### config.mk
export PLATFORM = sky130hd
export DESIGN_NAME = hamming_raid_encoder
export DESIGN_NICKNAME = d
export VERILOG_FILES = /design/src/rtl/hamming_pkg.sv /design/src/rtl/hamming_raid_encoder.sv
export SDC_FILE = /design/constraint.sdc
export NUM_CORES = 1
export LEC_CHECK = 0
export CAP_MARGIN = 20
export CORE_MARGIN = 5
export CORE_UTILIZATION = 47
export CTS_BUF_LIST = sky130_fd_sc_hd__clkbuf_4 sky130_fd_sc_hd__clkbuf_8 sky130_fd_sc_hd__clkbuf_16
export DETAILED_ROUTE_END_ITERATION = 8
export HOLD_SLACK_MARGIN = 0.1
export PLACE_DENSITY = 0.85
export SLEW_MARGIN = 25
export SYNTH_ARGS = -nofsm -noshare
export SYNTH_HDL_FRONTEND = slang
export SYNTH_SLANG_ARGS = --single-unit
### constraint.sdc
create_clock -name clk -period 6.2 [get_ports clk]
set_input_delay 1.24 -clock clk [delete_from_list [all_inputs] [get_ports clk]]
set_output_delay 1.24 -clock clk [all_outputs]
set_load 0.02 [all_outputs]
### src/rtl/hamming_pkg.sv
`default_nettype none
// +-----------------------------------------------------------------+
// | hamming_pkg: shared Hamming(12,8) constants, FSM type, encoder    |
// | Revision: 1.0                                                     |
// +-----------------------------------------------------------------+
package hamming_pkg;

  localparam int HAM_DATA_W = 8;
  localparam int HAM_CODE_W = 12;

  localparam int P1_IDX = 0;
  localparam int P2_IDX = 1;
  localparam int P4_IDX = 3;
  localparam int P8_IDX = 7;

  typedef enum logic [1:0] {
    IDLE = 2'd0,
    SEND = 2'd1,
    DONE = 2'd2
  } enc_state_e;

  // Even-parity Hamming(12,8): parity bits at positions 1,2,4,8 (1-based).
  function automatic logic [HAM_CODE_W-1:0] ham_encode(input logic [HAM_DATA_W-1:0] d);
    logic [HAM_CODE_W-1:0] c;
    c         = '0;
    c[11]     = d[7];
    c[10]     = d[6];
    c[9]      = d[5];
    c[8]      = d[4];
    c[6]      = d[3];
    c[5]      = d[2];
    c[4]      = d[1];
    c[2]      = d[0];
    c[P1_IDX] = d[0] ^ d[1] ^ d[3] ^ d[4] ^ d[6];
    c[P2_IDX] = d[0] ^ d[2] ^ d[3] ^ d[5] ^ d[6];
    c[P4_IDX] = d[1] ^ d[2] ^ d[3] ^ d[7];
    c[P8_IDX] = d[4] ^ d[5] ^ d[6] ^ d[7];
    return c;
  endfunction

endpackage
`default_nettype wire

### src/rtl/hamming_raid_encoder.sv
`default_nettype none
// +-----------------------------------------------------------------+
// | hamming_raid_encoder: encodes a host byte and mirrors the codeword |
// | to two drive slots with independent valid/ack and a timeout.      |
// | Revision: 1.0                                                     |
// +-----------------------------------------------------------------+
module hamming_raid_encoder
  import hamming_pkg::*;
#(
  parameter int ACK_TIMEOUT = 16,
  parameter bit INJECT_EN   = 1'b1
) (
  input  logic                  clk,
  input  logic                  reset,
  input  logic                  wr_valid,
  input  logic [HAM_DATA_W-1:0] wr_data,
  output logic                  wr_ready,
  input  logic [HAM_CODE_W-1:0] inj_mask_D0,
  input  logic [HAM_CODE_W-1:0] inj_mask_D1,
  output logic [HAM_CODE_W-1:0] enc_data_D0,
  output logic                  enc_valid_D0,
  input  logic                  enc_ack_D0,
  output logic [HAM_CODE_W-1:0] enc_data_D1,
  output logic                  enc_valid_D1,
  input  logic                  enc_ack_D1,
  output logic                  encode_done,
  output logic                  encode_err
);

  enc_state_e state, state_next;

  logic [7:0]            cnt;
  logic                  ready_q;
  logic                  accept;
  logic                  any_pend;
  logic                  last_cycle;
  logic                  abort;
  logic [HAM_CODE_W-1:0] code;
  logic [HAM_CODE_W-1:0] cap   [2];
  logic [HAM_CODE_W-1:0] data_q[2];
  logic [1:0]            vld_q;
  logic [1:0]            ack;

  assign code       = ham_encode(wr_data);
  assign cap[0]     = code ^ (INJECT_EN ? inj_mask_D0 : '0);
  assign cap[1]     = code ^ (INJECT_EN ? inj_mask_D1 : '0);
  assign ack        = {enc_ack_D1, enc_ack_D0};

  assign accept     = wr_valid && ready_q;
  // A slot is still pending after this edge if valid and its ack is not sampled now.
  assign any_pend   = |(vld_q & ~ack);
  assign last_cycle = (cnt == 8'(ACK_TIMEOUT - 1));
  assign abort      = (state == SEND) && any_pend && last_cycle;

  always_comb begin
    state_next = state;
    case (state)
      IDLE:    if (accept) state_next = SEND;
      SEND:    if (!any_pend || last_cycle) state_next = DONE;
      DONE:    state_next = IDLE;
      default: state_next = IDLE;
    endcase
  end

  always_ff @(posedge clk) begin
    if (!reset) begin
      state       <= IDLE;
      ready_q     <= 1'b0;
      cnt         <= '0;
      encode_done <= 1'b0;
      encode_err  <= 1'b0;
    end else begin
      state       <= state_next;
      ready_q     <= (state_next == IDLE);
      cnt         <= (state == SEND) ? cnt + 8'd1 : '0;
      encode_done <= (state == SEND) && !any_pend;
      encode_err  <= abort;
    end
  end

  // Identical handshake for both mirror slots.
  always_ff @(posedge clk) begin
    for (int i = 0; i < 2; i++) begin
      if (!reset) begin
        vld_q[i]  <= 1'b0;
        data_q[i] <= '0;
      end else if (accept) begin
        vld_q[i]  <= 1'b1;
        data_q[i] <= cap[i];
      end else if ((state == SEND) && ((vld_q[i] && ack[i]) || abort)) begin
        vld_q[i]  <= 1'b0;
        data_q[i] <= '0;
      end
    end
  end

  assign wr_ready     = ready_q;
  assign enc_data_D0  = data_q[0];
  assign enc_data_D1  = data_q[1];
  assign enc_valid_D0 = vld_q[0];
  assign enc_valid_D1 = vld_q[1];

endmodule
`default_nettype wire

# == Word-level counts from Yosys, hierarchy flattened ==
# Memories as Yosys holds them, arrays and structs flattened.
# Index checks and enable logic that the tools add are counted.
# word_totals
mem_bits_ro,0
mem_count,1
out_inout_bits,29
wordCells,74
ff_bits,15
ram_bits,24
latchBits,0
inputBits,37
# memory_table
name,words,width,rd,rd_ports_with_merged_regs,wr,line,text
data_q,2,12,2,0,2,hamming_raid_encoder.sv:40,logic [HAM_CODE_W-1:0] data_q[2];
# classes
n_mux,23
addsub,1
n_bitwise,22
n_eq_ne,2
shifts,0
n_reduce_logical,18
div,0
magnitude_cmp,0
n_mul,0
# op_table
operator,count
12-bit two-way mux,4
12-bit XOR,2
1-bit two-way mux,16
1-bit XOR,14
8-bit by 1-bit adder with 8-bit output (second input constant),1
8-bit by 4-bit == test with 1-bit output (second input constant),1
1-bit logical AND,8
2-bit zero test,2
2-bit two-way mux,2
1-bit OR,4
2-bit one-hot mux with 2 select lines,1
2-bit nonzero test,2
1-bit logical OR,3
2-bit bitwise AND,1
2-bit by 1-bit == test with 1-bit output (second input constant),1
2-bit NOT,1
2-bit AND reduction,1
2-bit OR reduction,1
1-bit zero test,1

# == Longest topological paths before layout ==
# Gate-level depths: netlist of the first run.
# depth
depth_word,12
ltp_mapped,5
ltp_nobuf,5

# == Least setup slack after synthesis of the first run ==
# No wires, ideal clock.
# synth_path
path_type,input port to flip-flop
startpoint,input enc_ack_D0
endpoint,"memory data_q[0][0], enable pin"
setup_ns,0.385
t_required_ns,5.815
t_arrival_ns,2.449
path_buffers,0
setup_slack_ns,3.366
cell_stages,4
cell_sequence,nand2b_1 -> a211oi_4 -> a21oi_1 -> o211ai_1
# synth_rtl
element,line,text
from (decl),hamming_raid_encoder.sv:22,"input logic enc_ack_D0,"
to (decl),hamming_raid_encoder.sv:40,

==> impl_metrics.py, run 1 <==
metrics = {
    "outcome": {
        "status": "finished, final reports clean",
    },
    "timing": {
        "period_needed_ns": 3.176,
        "setup-violations-final": 0,
        "finalMaxSlewViolations": 0,
        "finalCritPeriodShare_pct": 51.22,
        "setup_tns_ns": 0,
        "finClkSkew_ns": 0.004511,
        "worst_pin_slew_ns": 0.7597,
        "fmax_mhz": 314.9,
        "rsz0062_at_grt": "false",
        "slew_headroom_pct": 49.23,
        "hold_viol_final": 0,
    },
    "clock_tree": {
        "clockBufferDepth": 2,
        "path_clk_slew_ns": 0.07,
        "cts_setup_buffers": 0,
        "cts_max_level": 2,
        "holdBufCountCts": 0,
        "clk_latency_ns": 0.28,
        "cts.sinks": 39,
        "cts_buffers": 5,
        "root_buffer": "clkbuf_8",
        "cts_resized": 0,
        "cts_tree": "done",
    },
    "drt": {
        "wl_um": 3673,
        "drt-pass1-iter-count": 4,
        "vias": 1321,
        "drtIter0Drc": 80,
        "post_drt_wl_per_cell_um": 13.50,
        "drc": 0,
        "ant_nets": 0,
        "via_per_inst": 4.857,
    },
    "place": {
        "placed_area_mm2": 0.002489,
        "io_buffers": 65,
        "gp_congestion": 0.8470,
        "hpwlAfterDp_um": 2965,
    },
    "synthesis": {
        "synth-warning-count": 0,
        "syn_nets": 193,
        "muxShareOfSynthArea_pct": 0,
        "ys_types": 28,
        "synth_xor_xnor_area_share_pct": 21.03,
        "synth_compound_area_share_pct": 5.381,
        "ys_seq_area_share_pct": 57.02,
        "ys_seq_elements": 39,
        "yosys-top-cells-area": "edfxtp_1, dfxtp_1, xnor2_1",
        "synth_area_leader_cell": "edfxtp_1",
        "syn_inst": 155,
        "synth-adder-area-share_pct": 0.6988,
        "synth_area_mm2": 0.001790,
        "syn_area_per_cell_um2": 11.55,
        "yosysTopAreaCellShare_pct": 40.25,
        "synth_top_family_by_area": "XOR/XNOR gates",
        "synth-simple-area-share_pct": 14.47,
    },
    "setup_path": {
        "crit_chain": "clkdlybuf4s50_1 -> nand2b_1 -> a211oi_4 -> a21oi_1 -> o211ai_1 -> buf_2",
        "crit_buf_inv": 2,
        "crit_family": "compound AO/OA/AOI/OAI gates",
        "timing_worst_setup_path_type": "primary input to flip-flop",
        "cp-start-kind": "primary input",
        "cpMaxStageDelayCell": "o211ai_1",
        "slowest_delay_ns": 0.54,
        "worstPathRequired_ns": 6.18,
        "cp_max_fo": 7,
        "worstPathArrival_ns": 3.16,
        "worstSetupEndpointType": "flip-flop",
    },
    "floorplanning": {
        "num_rows": 22,
        "fp.dieW_um": 71.72,
        "placeableCoreArea_mm2": 0.003689,
        "fp.dieH_um": 71.72,
        "dieArea_mm2": 0.005144,
        "io_pins": 66,
        "initial_utilization_pct": 48.54,
    },
    "global_route": {
        "grt_pass1_wl_um": 5954,
        "grt.overflow.total": 0,
        "grt_pass1_vias": 1285,
        "antenna_found_initial": 0,
        "grt_usage_pct": 15.22,
        "grt_max_degree": 25,
    },
    "pwr": {
        "p_per_area_mw_per_mm2": 232.9,
        "power_leakage_nw": 0.9292,
        "ir_drop_mv": 0.1465,
    },
    "cells_and_area": {
        "fillers": 291,
        "multiInputGateArea_um2": 744.5,
        "layout-drive-gt1-share_pct": 6.696,
        "nNetsFinal": 261,
        "syn2layout_area_growth_pct": 44.09,
        "stdcell_area_mm2": 0.002580,
        "seqCellArea_mm2": 0.001021,
        "insertedDiodeCount": 0,
    },
    "run": {
        "drv_cap": 0,
    },
    "min_path": {
        "hp-class": "flip-flop to flip-flop",
    },
}
cell type report:
| class | count | share of cell area (%) |
|---|---|---|
| timing repair buffer | 67 | 25.70 |
| multi-input combinational | 110 | 28.86 |
| clock buffer | 8 | 3.540 |
| tap | 48 | 2.328 |
| sequential | 39 | 39.57 |
report_power, final:
group | switching [mW] | internal, mW
registers | 0.00502 | 0.291
logic | 0.0607 | 0.0726
clock network | 0.0786 | 0.0929
total | 0.144 | 0.457
synth_stat cells, drive strengths merged:
library cell,instances
xnor2,33
or2,1
o21ai,1
nor3,1
nor3b,1
or3,1
o211ai,2
nor2,35
buf,2
and3,3
clkbuf,4
xnor3,2
nand3,3
o221a,2
o21a,1
nand2,7
nand2b,3
a21oi,4
and2,1
dfxtp,15
nor2b,1
a31oi,1
xor2,4
edfxtp,24
or4,1
ha,1
a211oi,1
state kept, by name (all words and copies together) (netlist names):
name,flops
cnt,8
data_q,24
encode_done,1
encode_err,1
state,2
vld_q,2
wr_ready,1
through the flow:
stage               instances  util (%)  setup slack, ns  hold slack, ns  total power [mW]
detailed placement        264     67.47            2.728          0.4428            0.4358
global route              272     69.95            2.916          0.4896            0.6266
finish                    272     69.95            3.024          0.4486            0.6009
CTS                       272     69.95            3.025          0.4524            0.6065
floorplan                 155         -            3.366          0.4175            0.3743
global placement          262     67.13            2.578          0.4282            0.4331
placed cells by master (no fill, tap or decap):
cell type	synthesis	routed
nor2b_1	1	1
or2_0	1	1
nor3_1	1	1
nor2_1	35	35
a21oi_1	4	4
o21ai_0	1	1
nand2b_1	3	3
o21a_1	1	1
buf_2	2	1
or3_1	1	1
clkdlybuf4s50_1	0	65
nand2_1	7	7
and3_1	3	3
and2_1	1	1
or4_4	1	1
a211oi_4	1	1
xnor2_1	32	32
dfxtp_1	15	15
nand3_1	3	3
clkbuf_4	0	3
xor2_1	4	4
xnor2_2	1	1
ha_1	1	1
buf_4	0	1
xnor3_1	2	2
nor3b_1	1	1
edfxtp_1	24	24
clkbuf_8	0	5
a31oi_1	1	1
o221a_2	2	2
o211ai_1	2	2
path summary, 6_finish.rpt:
kind | start | depth (start not counted) | end | slack [ns]
setup / recovery | enc_ack_D0 | 6 | data_q[0][3]$_SDFFCE_PP0P_ | 3.02
hold / removal | cnt[0]$_SDFF_PN0_ | 1 | cnt[0]$_SDFF_PN0_ | 0.45
setup reg to reg | cnt[4]$_SDFF_PN0_ | 5 | data_q[0][3]$_SDFFCE_PP0P_ | 3.79
hold reg to reg | cnt[0]$_SDFF_PN0_ | 1 | cnt[0]$_SDFF_PN0_ | 0.45
kinds of logic after synthesis:
kind of cell    count (synthesis)
compound gates                 12
xor+xnor                       39
fa+ha+maj                       1
buf+inv                         6
flops                          39
simple gates                   58
layer usage:
| metal | track usage (%) | share of wire, % | up-vias |
|---|---|---|---|
| li1 | - | - | 662 |
| met1 | 17.40 | 39 | 607 |
| met2 | 26.53 | 53 | 43 |
| met3 | 2.805 | 5.8 | 9 |
| met4 | 8.559 | 2.6 | 0 |
| met5 | 0 | 0 | - |
No activity file was read; power rests on OpenSTA's default activity.
==> inputs of run 2 (changes only) <==
--- a/config.mk
+++ b/config.mk
@@ -7,11 +7,11 @@
 export LEC_CHECK = 0
 export CAP_MARGIN = 20
 export CORE_MARGIN = 5
-export CORE_UTILIZATION = 47
+export CORE_UTILIZATION = 40
 export CTS_BUF_LIST = sky130_fd_sc_hd__clkbuf_4 sky130_fd_sc_hd__clkbuf_8 sky130_fd_sc_hd__clkbuf_16
 export DETAILED_ROUTE_END_ITERATION = 8
 export HOLD_SLACK_MARGIN = 0.1
-export PLACE_DENSITY = 0.85
+export PLACE_DENSITY = 0.77
 export SLEW_MARGIN = 25
 export SYNTH_ARGS = -nofsm -noshare
 export SYNTH_HDL_FRONTEND = slang
==> constraint.sdc (replaced) <==
create_clock -name clk -period 2.83 [get_ports clk]
set_input_delay 0.566 -clock clk [delete_from_list [all_inputs] [get_ports clk]]
set_output_delay 0.566 -clock clk [all_outputs]
set_load 0.02 [all_outputs]
==> impl_metrics.py, run 2 (same netlist as run 1, synthesis figures left out) <==
metrics = {
    "cells_and_area": {
        "largest_register_ffs": 24,
        "insertedDiodeCount": 0,
        "syn2layout_area_growth_pct": 46.89,
        "stdcell_area_mm2": 0.002630,
        "top_register": "data_q",
        "multiInputGateArea_um2": 744.5,
        "nNetsFinal": 262,
        "stdcell_count": 277,
        "layout-drive-gt1-share_pct": 7.111,
        "final_cell_mix": "clkdlybuf4s50_1, nor2_1, xnor2_1",
        "reg_top3": "data_q (24), cnt (8)",
        "finish.utilization_pct": 60.40,
        "fillers": 378,
        "seqCellArea_mm2": 0.001021,
        "final_common_cell": "clkdlybuf4s50_1",
    },
    "place": {
        "dp.cells": 269,
        "placed_area_mm2": 0.002504,
        "io_buffers": 65,
        "gp_congestion": 0.8364,
        "hpwlAfterDp_um": 2940,
    },
    "floorplanning": {
        "num_rows": 24,
        "placeableCoreArea_mm2": 0.004354,
        "fp.dieH_um": 76.91,
        "fp.dieW_um": 76.91,
        "io_pins": 66,
        "dieArea_mm2": 0.005914,
        "initial_utilization_pct": 41.12,
    },
    "run": {
        "drv_cap": 0,
    },
    "drt": {
        "wl_um": 3772,
        "via_per_inst": 4.722,
        "drt-pass1-iter-count": 4,
        "ant_nets": 0,
        "drtIter0Drc": 51,
        "post_drt_wl_per_cell_um": 13.62,
        "vias": 1308,
        "drc": 0,
    },
    "pwr": {
        "p_per_area_mw_per_mm2": 540.8,
        "power_leakage_nw": 0.9500,
        "ir_drop_mv": 0.2631,
    },
    "clock_tree": {
        "root_buffer": "clkbuf_8",
        "cts_resized": 0,
        "cts_tree": "done",
        "path_clk_slew_ns": 0.08,
        "cts_setup_buffers": 0,
        "cts_max_level": 2,
        "holdBufCountCts": 0,
        "cts.sinks": 39,
        "cts_buffers": 5,
        "clockBufferDepth": 2,
        "clk_latency_ns": 0.29,
    },
    "global_route": {
        "grt_pass1_wl_um": 6182,
        "grt_usage_pct": 13.31,
        "grt_max_degree": 25,
        "grt_pass1_vias": 1368,
        "grt.overflow.total": 0,
        "antenna_found_initial": 0,
    },
    "setup_path": {
        "cp-start-kind": "primary input",
        "r2r_end": "data_q[0][8]$_SDFFCE_PP0P_",
        "reg2reg_from": "cnt[4]$_SDFF_PN0_",
        "cp_max_fo": 12,
        "reg2reg_depth": 5,
        "r2r_slack_ns": 0.89,
        "worstSetupEndpointType": "flip-flop",
        "worstPathRequired_ns": 2.82,
        "timing_worst_setup_path_type": "primary input to flip-flop",
        "worstPathArrival_ns": 2.03,
    },
    "timing": {
        "hold_viol_final": 0,
        "setup_tns_ns": 0,
        "worst_pin_slew_ns": 0.3722,
        "period_needed_ns": 2.049,
        "setup-violations-final": 0,
        "slew_headroom_pct": 75.10,
        "finalCritPeriodShare_pct": 72.40,
        "rsz0062_at_grt": "false",
        "finalMaxSlewViolations": 0,
        "fmax_mhz": 488.1,
        "finClkSkew_ns": 0.005225,
    },
    "min_path": {
        "min_from": "cnt[0]$_SDFF_PN0_",
        "whs_path_depth": 1,
        "hp-class": "flip-flop to flip-flop",
        "holdPathEnd": "cnt[0]$_SDFF_PN0_",
    },
    "outcome": {
        "status": "finished, final reports clean",
    },
}
==> run 2: power breakdown <==
part / switching [mW] / internal, mW / total, mW / leakage, nW
Clock: 0.190 / 0.291 / 0.481 / 0.0652
Sequential: 0.0128 / 0.637 / 0.650 / 0.376
Combinational: 0.130 / 0.160 / 0.291 / 0.509
==> run 2: how the worst max path moves through the flow <==
stage	slack [ns]	cells past startpoint	startpoint	endpoint
floorplan	0.63	4	cnt[4]$_SDFF_PN0_	data_q[0][0]$_SDFFCE_PP0P_
finish	0.78	6	enc_ack_D0	data_q[0][8]$_SDFFCE_PP0P_
global placement	0.52	6	enc_ack_D0	data_q[0][2]$_SDFFCE_PP0P_
CTS	0.78	5	wr_data[3]	data_q[0][1]$_SDFFCE_PP0P_
detailed placement	0.49	5	wr_data[3]	data_q[0][1]$_SDFFCE_PP0P_
global route	0.61	6	enc_ack_D0	data_q[0][8]$_SDFFCE_PP0P_
==> run 2: layout make-up <==
type                            instances  area share [%]
Multi-Input combinational cell        110           28.31
Clock buffer                            8           4.805
Tap cell                               52           2.474
Timing Repair Buffer                   68           25.59
Sequential cell                        39           38.82
==> run 2: through the flow <==
stage	hold slack (ns)	setup WS (ns)	total power, mW
after global placement	0.4365	0.5173	0.9552
final	0.4586	0.7811	1.422
after floorplan	0.4175	0.6274	0.8200
after CTS	0.4623	0.7771	1.438
after detailed placement	0.4458	0.4880	0.9567
after global routing	0.4820	0.6110	1.483
==> run 2: routing by layer <==
layer / track usage, % / up-vias / routed length (µm)
met3: 6.674 / 5 / 469
met1: 14.51 / 596 / 1471
met2: 22.16 / 53 / 1787
met4: 4.720 / 0 / 44
met5: 0 / - / 0
li1: - / 654 / -
==> run 2: critical path, cell delays in order <==
cell	delay, ns
clkdlybuf4s50_1	0.44
nand2b_1	0.21
a211oi_4	0.33
a21oi_1	0.07
o211ai_1	0.17
buf_4	0.24
==> inputs of run 3 (changes only) <==
--- a/config.mk
+++ b/config.mk
@@ -7,11 +7,11 @@
 export LEC_CHECK = 0
 export CAP_MARGIN = 20
 export CORE_MARGIN = 5
-export CORE_UTILIZATION = 40
+export CORE_UTILIZATION = 44
 export CTS_BUF_LIST = sky130_fd_sc_hd__clkbuf_4 sky130_fd_sc_hd__clkbuf_8 sky130_fd_sc_hd__clkbuf_16
 export DETAILED_ROUTE_END_ITERATION = 8
 export HOLD_SLACK_MARGIN = 0.1
-export PLACE_DENSITY = 0.77
+export PLACE_DENSITY = 0.8
 export SLEW_MARGIN = 25
 export SYNTH_ARGS = -nofsm -noshare
 export SYNTH_HDL_FRONTEND = slang
==> constraint.sdc (replaced) <==
create_clock -name clk -period 1.9 [get_ports clk]
set_input_delay 0.38 -clock clk [delete_from_list [all_inputs] [get_ports clk]]
set_output_delay 0.38 -clock clk [all_outputs]
set_load 0.02 [all_outputs]
==> impl_metrics.py, run 3 (same netlist as run 1, synthesis figures left out) <==
metrics = {
    "outcome": {
        "status": "finished, final reports clean",
    },
    "global_route": {
        "grt_max_degree": 25,
        "grt_pass1_wl_um": 6154,
        "grt.overflow.total": 0,
        "grt_pass1_vias": 1338,
        "grt_usage_pct": 15.70,
        "antenna_found_initial": 0,
    },
    "timing": {
        "period_needed_ns": 1.874,
        "fmax_mhz": 533.5,
        "setup-violations-final": 0,
        "rsz0062_at_grt": "true",
        "hold_viol_final": 0,
        "finClkSkew_ns": 0.007274,
        "finalMaxSlewViolations": 0,
        "finalCritPeriodShare_pct": 98.65,
        "slew_headroom_pct": 76.49,
        "worst_pin_slew_ns": 0.3514,
        "hold_ws_ns": 0.4561,
    },
    "clock_tree": {
        "cts_buffers": 5,
        "cts_max_level": 2,
        "root_buffer": "clkbuf_8",
        "path_clk_slew_ns": 0.07,
        "clk_latency_ns": 0.29,
        "cts_setup_buffers": 0,
        "cts.sinks": 39,
        "cts_tree": "done",
        "holdBufCountCts": 0,
        "clockBufferDepth": 2,
        "cts_resized": 0,
    },
    "drt": {
        "ant_nets": 0,
        "post_drt_wl_per_cell_um": 13.47,
        "vias": 1363,
        "drt-pass1-iter-count": 6,
        "wl_um": 3880,
        "drtIter0Drc": 46,
        "drc": 0,
        "via_per_inst": 4.733,
    },
    "min_path": {
        "hp-class": "flip-flop to flip-flop",
        "whs_path_depth": 1,
    },
    "pwr": {
        "ir_drop_mv": 0.4072,
        "total_power_mw": 1.959,
        "power_leakage_nw": 1.005,
        "p_per_area_mw_per_mm2": 724.6,
    },
    "setup_path": {
        "cpMaxStageDelayCell": "or4_4",
        "cp_max_fo": 12,
        "worstSetupEndpointType": "flip-flop",
        "reg2reg_depth": 5,
        "crit_family": "simple AND/OR/NAND/NOR gates",
        "slowest_delay_ns": 0.56,
        "crit_chain": "or4_4 -> a211oi_4 -> a21oi_1 -> o211ai_1 -> buf_6",
        "crit_cells": 5,
        "cp-start-kind": "flip-flop",
        "worstPathRequired_ns": 1.90,
        "timing_worst_setup_path_type": "flip-flop to flip-flop",
        "worstPathArrival_ns": 1.87,
        "crit_buf_inv": 1,
    },
    "floorplanning": {
        "io_pins": 66,
        "num_rows": 23,
        "fp.dieH_um": 73.79,
        "fp.dieW_um": 73.79,
        "initial_utilization_pct": 45.09,
        "placeableCoreArea_mm2": 0.003971,
        "dieArea_mm2": 0.005445,
    },
    "cells_and_area": {
        "insertedDiodeCount": 0,
        "top_register": "data_q",
        "syn2layout_area_growth_pct": 51.01,
        "nNetsFinal": 275,
        "largest_register_ffs": 24,
        "finish.utilization_pct": 68.08,
        "reg_top3": "data_q (24), cnt (8)",
        "final_common_cell": "clkdlybuf4s50_1",
        "stdcell_count": 288,
        "final_cell_mix": "clkdlybuf4s50_1, nor2_1, xnor2_1",
        "stdcell_area_mm2": 0.002704,
        "layout-drive-gt1-share_pct": 12.61,
    },
    "run": {
        "drv_cap": 0,
    },
    "place": {
        "dp.cells": 280,
        "gp_congestion": 0.8033,
        "io_buffers": 65,
        "placed_area_mm2": 0.002613,
        "hpwlAfterDp_um": 3059,
    },
}
[run 3: area by class of cell]
class,instances,area [µm²]
fill,308,1267
sequential,39,1022
timing repair buffer,81,790.8
multi-input combinational,110,744.5
clock buffer,5,68.82
tap,50,62.56
clock inverter,3,15.01
[run 3: routing by layer]
metal	vias up	global-route usage, %	routed length (µm)
li1	687	-	-
met1	615	17.67	1581
met2	54	25.10	1770
met3	7	7.798	462
met4	0	6.640	66
met5	-	0	0
[run 3: final timing paths]
kind	end	slack [ns]	startpoint
min reg2reg	cnt[0]$_SDFF_PN0_	0.46	cnt[0]$_SDFF_PN0_
max reg2reg	data_q[0][5]$_SDFFCE_PP0P_	0.03	cnt[4]$_SDFF_PN0_
max	data_q[0][5]$_SDFFCE_PP0P_	0.03	cnt[4]$_SDFF_PN0_
min	cnt[0]$_SDFF_PN0_	0.46	cnt[0]$_SDFF_PN0_
[run 3: where the power goes]
part	internal [mW]	switching [mW]	total, mW
sequential	0.950	0.0191	0.969
combinational	0.259	0.203	0.462
clock	0.251	0.278	0.529
[run 3: metrics by stage]
step	TNS (ns)	worst slack, ns
after floorplan	-7.101	-0.2959
after global placement	-4.267	-0.1559
after detailed placement	-4.660	-0.1635
after CTS	0	0.01353
after global routing	-1.193	-0.07193
final	0	0.02568
[run 3: worst reg2reg max path, stage by stage (launching register included)]
cell and delay, ns:
dfxtp_2 0.34, or4_4 0.56, a211oi_4 0.21, a21oi_1 0.07
o211ai_1 0.21, buf_6 0.20
